File: config.mk
export PLATFORM = sky130hd
export DESIGN_NAME = intr_ctrl_flat
export DESIGN_NICKNAME = d
export VERILOG_FILES = /design/src/rtl/intr_ctrl_if.sv /design/src/rtl/intr_ctrl.sv /design/src/flat_wrapper.sv
export SDC_FILE = /design/constraint.sdc
export NUM_CORES = 1
export LEC_CHECK = 0
export ABC_AREA = 0
export CORE_ASPECT_RATIO = 1.25
export CORE_MARGIN = 2
export CORE_UTILIZATION = 30
export DETAILED_ROUTE_END_ITERATION = 6
export PLACE_DENSITY = 0.65
export SLEW_MARGIN = 20
export SYNTH_ARGS = -nofsm -noshare
export SYNTH_HDL_FRONTEND = slang
export SYNTH_SLANG_ARGS = --single-unit
File: constraint.sdc
create_clock -name clk -period 1.4 [get_ports clk]
set_input_delay 0.21 -clock clk [delete_from_list [all_inputs] [get_ports clk]]
set_output_delay 0.21 -clock clk [all_outputs]
set_load 0.05 [all_outputs]
File: src/rtl/intr_ctrl_if.sv
// intr_ctrl_if: interrupt handshake between intr_ctrl and the CU FSM.
//   intr       - interrupt request from the controller
//   cause_id   - index of the source being requested or serviced
//   in_service - a handler is running and no new request will be raised
//   int_taken  - CU is in its interrupt state (acknowledge), 1-cycle pulse
//   mret_exec  - CU is executing mret, 1-cycle pulse
// Modports: master = interrupt controller, slave = CU FSM.
interface intr_ctrl_if #(
  parameter int NUM_SRC = 4
);
  localparam int ID_W = (NUM_SRC > 1) ? $clog2(NUM_SRC) : 1;

  logic            intr;
  logic [ID_W-1:0] cause_id;
  logic            in_service;
  logic            int_taken;
  logic            mret_exec;

  modport master (
    output intr, cause_id, in_service,
    input  int_taken, mret_exec
  );

  modport slave (
    input  intr, cause_id, in_service,
    output int_taken, mret_exec
  );
endinterface

File: src/rtl/intr_ctrl.sv
// intr_ctrl: interrupt controller for the multicycle OTTER CU FSM.
// Synchronizes the external lines and detects rising edges. Each edge latches
// a pending bit. The lowest-index pending, enabled source (gated by gie) is
// presented to the CU as a single registered request. The controller then
// tracks the acknowledge and the mret.
// Ports:
//   clk, RST_N  - system clock, asynchronous active-low reset
//   src         - raw asynchronous interrupt lines (rising-edge triggered)
//   src_en      - per-source enable mask
//   gie         - global interrupt enable
//   pending     - pending event bits (register output)
//   cu          - intr_ctrl_if.master handshake to the CU FSM
// Optional build macro INTR_OVERRUN_CNT_EN adds:
//   ovr_clr     - synchronous clear of the overrun counter
//   ovr_cnt     - saturating count of edges absorbed by an already-set pending bit
//
// state   | meaning
// IDLE    | no request outstanding; a new request is raised when the eligible set is nonzero
// REQ     | intr held high with cause_id frozen until int_taken
// SERVICE | handler running; waiting for mret_exec
module intr_ctrl #(
  parameter int NUM_SRC     = 4,
  parameter int SYNC_STAGES = 2
) (
  input  logic               clk,
  input  logic               RST_N,
  input  logic [NUM_SRC-1:0] src,
  input  logic [NUM_SRC-1:0] src_en,
  input  logic               gie,
  output logic [NUM_SRC-1:0] pending,
  intr_ctrl_if.master        cu
`ifdef INTR_OVERRUN_CNT_EN
  ,
  input  logic               ovr_clr,
  output logic [7:0]         ovr_cnt
`endif
);
  localparam int ID_W = (NUM_SRC > 1) ? $clog2(NUM_SRC) : 1;

  // One-hot encoding, so intr and in_service are single flop bits.
  typedef enum logic [2:0] {
    IDLE    = 3'b001,
    REQ     = 3'b010,
    SERVICE = 3'b100
  } state_t;

  state_t              state_q, state_d;
  logic [NUM_SRC-1:0]  sync_q [SYNC_STAGES];
  logic [NUM_SRC-1:0]  prev_q;
  logic [NUM_SRC-1:0]  edge_det;
  logic [NUM_SRC-1:0]  pending_q;
  logic [NUM_SRC-1:0]  eligible;
  logic [NUM_SRC-1:0]  clr_mask;
  logic [ID_W-1:0]     cause_q;
  logic [ID_W-1:0]     winner;
  logic                ack;

  // Synchronizer chain plus edge history
  always_ff @(posedge clk or negedge RST_N) begin
    if (!RST_N) begin
      for (int s = 0; s < SYNC_STAGES; s++) sync_q[s] <= '0;
      prev_q <= '0;
    end else begin
      sync_q[0] <= src;
      for (int s = 1; s < SYNC_STAGES; s++) sync_q[s] <= sync_q[s-1];
      prev_q <= sync_q[SYNC_STAGES-1];
    end
  end

  assign edge_det = sync_q[SYNC_STAGES-1] & ~prev_q;
  assign ack      = (state_q == REQ) && cu.int_taken;
  assign clr_mask = ack ? (NUM_SRC'(1) << cause_q) : '0;
  assign eligible = gie ? (pending_q & src_en) : '0;

  // Clear first, then OR in the set, so a coinciding edge keeps the bit at 1.
  always_ff @(posedge clk or negedge RST_N) begin
    if (!RST_N) pending_q <= '0;
    else        pending_q <= (pending_q & ~clr_mask) | edge_det;
  end

  // Scan from the top index down so that the lowest eligible index is written last.
  always_comb begin
    winner = '0;
    for (int i = NUM_SRC - 1; i >= 0; i--) begin
      if (eligible[i]) winner = ID_W'(i);
    end
  end

  // State register and the cause register it governs
  always_ff @(posedge clk or negedge RST_N) begin
    if (!RST_N) begin
      state_q <= IDLE;
      cause_q <= '0;
    end else begin
      state_q <= state_d;
      if (state_q == IDLE && |eligible) cause_q <= winner;
    end
  end

  // Next-state logic
  always_comb begin
    state_d = state_q;
    case (state_q)
      IDLE:    if (|eligible) state_d = REQ;
      REQ:     if (cu.int_taken) state_d = SERVICE;
      SERVICE: if (cu.mret_exec) state_d = IDLE;
      default: state_d = IDLE;
    endcase
  end

  // Output decode: each output is a direct flop bit.
  always_comb begin
    cu.intr       = state_q[1];
    cu.in_service = state_q[2];
    cu.cause_id   = cause_q;
    pending       = pending_q;
  end

`ifdef INTR_OVERRUN_CNT_EN
  // An edge on a bit that is already set is an overrun. The bit being cleared
  // this cycle is still set, so the edge-meets-clear case is included too.
  always_ff @(posedge clk or negedge RST_N) begin
    if (!RST_N)                                        ovr_cnt <= '0;
    else if (ovr_clr)                                  ovr_cnt <= '0;
    else if (|(edge_det & pending_q) && ovr_cnt != 8'hFF) ovr_cnt <= ovr_cnt + 8'd1;
  end
`endif
endmodule

File: src/flat_wrapper.sv
// flat-port wrapper written by rule: the top's interface ports become plain ports
module intr_ctrl_flat 
#(
  parameter int NUM_SRC     = 4,
  parameter int SYNC_STAGES = 2
)
  (clk, RST_N, src, src_en, gie, pending, cu_intr, cu_cause_id, cu_in_service, cu_int_taken, cu_mret_exec);
  intr_ctrl_if #(.NUM_SRC(NUM_SRC)) cu_i ();
  input  logic clk;
  input  logic RST_N;
  input  logic [NUM_SRC-1:0] src;
  input  logic [NUM_SRC-1:0] src_en;
  input  logic gie;
  output logic [NUM_SRC-1:0] pending;
  output wire logic [$bits(cu_i.intr)-1:0] cu_intr;
  output wire logic [$bits(cu_i.cause_id)-1:0] cu_cause_id;
  output wire logic [$bits(cu_i.in_service)-1:0] cu_in_service;
  input wire logic [$bits(cu_i.int_taken)-1:0] cu_int_taken;
  input wire logic [$bits(cu_i.mret_exec)-1:0] cu_mret_exec;
  assign cu_intr = cu_i.intr;
  assign cu_cause_id = cu_i.cause_id;
  assign cu_in_service = cu_i.in_service;
  assign cu_i.int_taken = cu_int_taken;
  assign cu_i.mret_exec = cu_mret_exec;
  intr_ctrl #(.NUM_SRC(NUM_SRC), .SYNC_STAGES(SYNC_STAGES)) u_core (.clk(clk), .RST_N(RST_N), .src(src), .src_en(src_en), .gie(gie), .pending(pending), .cu(cu_i));
endmodule
==> flow_metrics.env, run 1 <==
export IMPL_status="complete, no violations"
export IMPL_die_x_um=48.8
export IMPL_r2r_start="u_core.state_q[0]"
export IMPL_dieArea_um2=2930
export IMPL_grt_ovfl_total=0
export IMPL_maxCapViolCount=0
export IMPL_critical_path_class="reg2reg"
export IMPL_fin_cells=125
export IMPL_holdCritPathClass="in2async"
export IMPL_cellPowerDensity_nw_per_um2=1640
export IMPL_hold_viol_final=0
export IMPL_setup_viol=0
export IMPL_worstPathCellList="and4bb_4 > o21a_4 > mux2_4"
export IMPL_cts_tree="built"
export IMPL_p_leak_uw=0.000515
export IMPL_drc=0
export IMPL_p_total_uw=1890
export IMPL_layout_min_cycle_time_ps=1340
export IMPL_arrival_ps=1540
export IMPL_grt_usage=0.110
export IMPL_wl_per_cell_um=10.8
export IMPL_post_cts_setup_buffers=0
export IMPL_wirelength_mm=1.36
export IMPL_mappedNetlistNets=74
export IMPL_critPathMaxStageDelay_ps=580
export IMPL_synthTopCellsByArea="dfrtp_1, o21ai_0, nand2_1"
export IMPL_drive_gt1_frac=0.283
export IMPL_drt_iter0_drc=4
export IMPL_place_gp_congestion=0.807
export IMPL_port_buffers=20
export IMPL_postSynthAreaPerCell_um2=12.3
export IMPL_yosysTopAreaCellShare=0.664
export IMPL_cts_root_buf="clkbuf_4"
export IMPL_core_um2=2400
export IMPL_syn2layout_area_growth_pct=53.7
export IMPL_via_count=541
export IMPL_postRouteAntennaNets=0
export IMPL_yosys_warnings=0
export IMPL_crit_slowest_cell="dfstp_2"
export IMPL_ff2ff_path_depth=3
export IMPL_num_antenna_cells=0
export IMPL_netlist_area_um2=753
export IMPL_synth_seq_cells=21
export IMPL_clkTransAtPathRegs_ps=110
export IMPL_cts_repair_resized=0
export IMPL_critical_path_endpoint_type="flip-flop"
export IMPL_die_h_um=60.0
export IMPL_grt_first_pass_wirelength_mm=2.34
export IMPL_ctsLongestPathBuffers=2
export IMPL_worst_ep_required_time_ps=1590
export IMPL_drv_slew=0
export IMPL_min_period_over_period=0.961
export IMPL_antenna_found_initial=0
export IMPL_initial_utilization=0.314
export IMPL_skew_ps=2.48
export IMPL_dp_hpwl_mm=1.08
export IMPL_htreeDepth=1
export IMPL_final_common_cell="dfrtp_1"
export IMPL_cts_hold_buffers=0
export IMPL_dp_cells=121
export IMPL_synth_cell_types=16
export IMPL_grt_max_degree=22
export IMPL_seq_area_frac_synth=0.699
export IMPL_max_slew_margin=0.827
export IMPL_nNetsFinal=106
export IMPL_vias_per_cell=4.33
export IMPL_worstMarginPinSlew_ps=260
export IMPL_rsz0062_at_grt="false"
export IMPL_io_pin_count=21
export IMPL_critPathLaunchType="flip-flop"
export IMPL_grt_pass1_vias=532
export IMPL_cp_max_fo=5
export IMPL_cts_sinks=21
export IMPL_clkLatencyLatePin_ps=290
export IMPL_yosysTopAreaCell="dfrtp_1"
export IMPL_drt_first_pass_iters=3
export IMPL_rows=20
export IMPL_max_freq_ghz=0.744
export IMPL_syn_inst=61
export IMPL_cts_buffers=3
export IMPL_rr_endpoint="u_core.cu.cause_id[0]"
export IMPL_r2r_setup_slack_ps=60
export IMPL_fin_util=0.482
export IMPL_final_cell_mix="dfrtp_1, clkdlybuf4s50_1, nand2_1, o21ai_0, buf_12"
export IMPL_max_vdd_ir_drop_v=0.000801
==> logic make-up after synthesis <==
family          Yosys count  share of synthesized area
compound gates           15                      0.116
buf+inv                   5                     0.0249
flops                    21                      0.699
mux                       1                     0.0199
simple gates             19                      0.140
==> per-layer routing <==
layer,GRT usage,up-vias,share of wire
met5,0,-,0
met4,0.0735,0,0.013
met3,0.0350,2,0.061
met2,0.186,15,0.52
met1,0.120,257,0.41
li1,-,267,-
==> where the power goes <==
part	switching, uW	internal, uW	total, uW
clock	171	106	277
sequential	111	709	820
combinational	379	418	797
total	660	1230	1890
==> critical path, delay by kind of cell, from the launching register on <==
| kind | cells | cell delay, ps |
|---|---|---|
| compound gates | 1 | 130 |
| flops | 1 | 580 |
| mux | 1 | 290 |
| simple gates | 1 | 250 |
==> per-stage QoR <==
step	hold WS, ps	instance area [um^2]	TNS, ps	worst slack (ps)
global route	240	1160	0	44.8
detailed placement	342	1130	-93.4	-91.4
global placement	332	1130	-66.0	-66.0
floorplan	-85.6	756	-28.1	-28.1
CTS	233	1160	0	49.0
finish	239	1160	0	55.0
==> synthesized netlist by cell type, drive strengths merged <==
cell type / count
mux2: 1
nand3b: 1
o21a: 1
dfstp: 1
or2b: 1
o31ai: 1
a21oi: 5
inv: 5
nand2: 10
and4bb: 2
nand3: 2
dfrtp: 20
nor2: 2
o21ai: 8
nand2b: 1
==> registers in the layout (all words and copies together), names as in the netlist <==
name,cells
u_core.cu.cause_id,2
u_core.prev_q,4
u_core.state_q,3
u_core.sync_q,8
u_core.pending,4
==> layout make-up <==
cell class	count	area (um^2)
fillers	243	1240
flip-flops and latches	21	529
repair buffers	27	333
multi-input cells	35	208
well taps	33	41.3
clock buffers	3	22.5
inverters	5	18.8
clock inverters	1	5.00
==> worst max-delay path by stage <==
stage,to,from,cells after the start,slack (ps)
floorplan,u_core.cu.cause_id[0],u_core.state_q[2],3,-30
global placement,u_core.cu.cause_id[0],gie,4,-70
detailed placement,u_core.cu.cause_id[0],gie,4,-90
CTS,u_core.cu.cause_id[0],u_core.state_q[0],3,50
global route,u_core.cu.cause_id[0],u_core.state_q[0],3,40
finish,u_core.cu.cause_id[0],u_core.state_q[0],3,60
(Power assumes the default switching activity.)
==> inputs of run 2 (changes only) <==
--- a/config.mk
+++ b/config.mk
@@ -11,7 +11,7 @@
 export CORE_UTILIZATION = 30
 export DETAILED_ROUTE_END_ITERATION = 6
 export PLACE_DENSITY = 0.65
-export SLEW_MARGIN = 20
+export SKIP_LAST_GASP = 1
 export SYNTH_ARGS = -nofsm -noshare
 export SYNTH_HDL_FRONTEND = slang
 export SYNTH_SLANG_ARGS = --single-unit
==> results of run 2 <==
Final layout, timing and power as in run 1 (identical DEF).
==> inputs of run 3 (changes only) <==
--- a/config.mk
+++ b/config.mk
@@ -10,6 +10,7 @@
 export CORE_MARGIN = 2
 export CORE_UTILIZATION = 30
 export DETAILED_ROUTE_END_ITERATION = 6
+export GPL_ROUTABILITY_DRIVEN = 1
 export PLACE_DENSITY = 0.65
 export SKIP_LAST_GASP = 1
 export SYNTH_ARGS = -nofsm -noshare
==> results of run 3 <==
Final layout, timing and power as in run 1 (identical DEF).
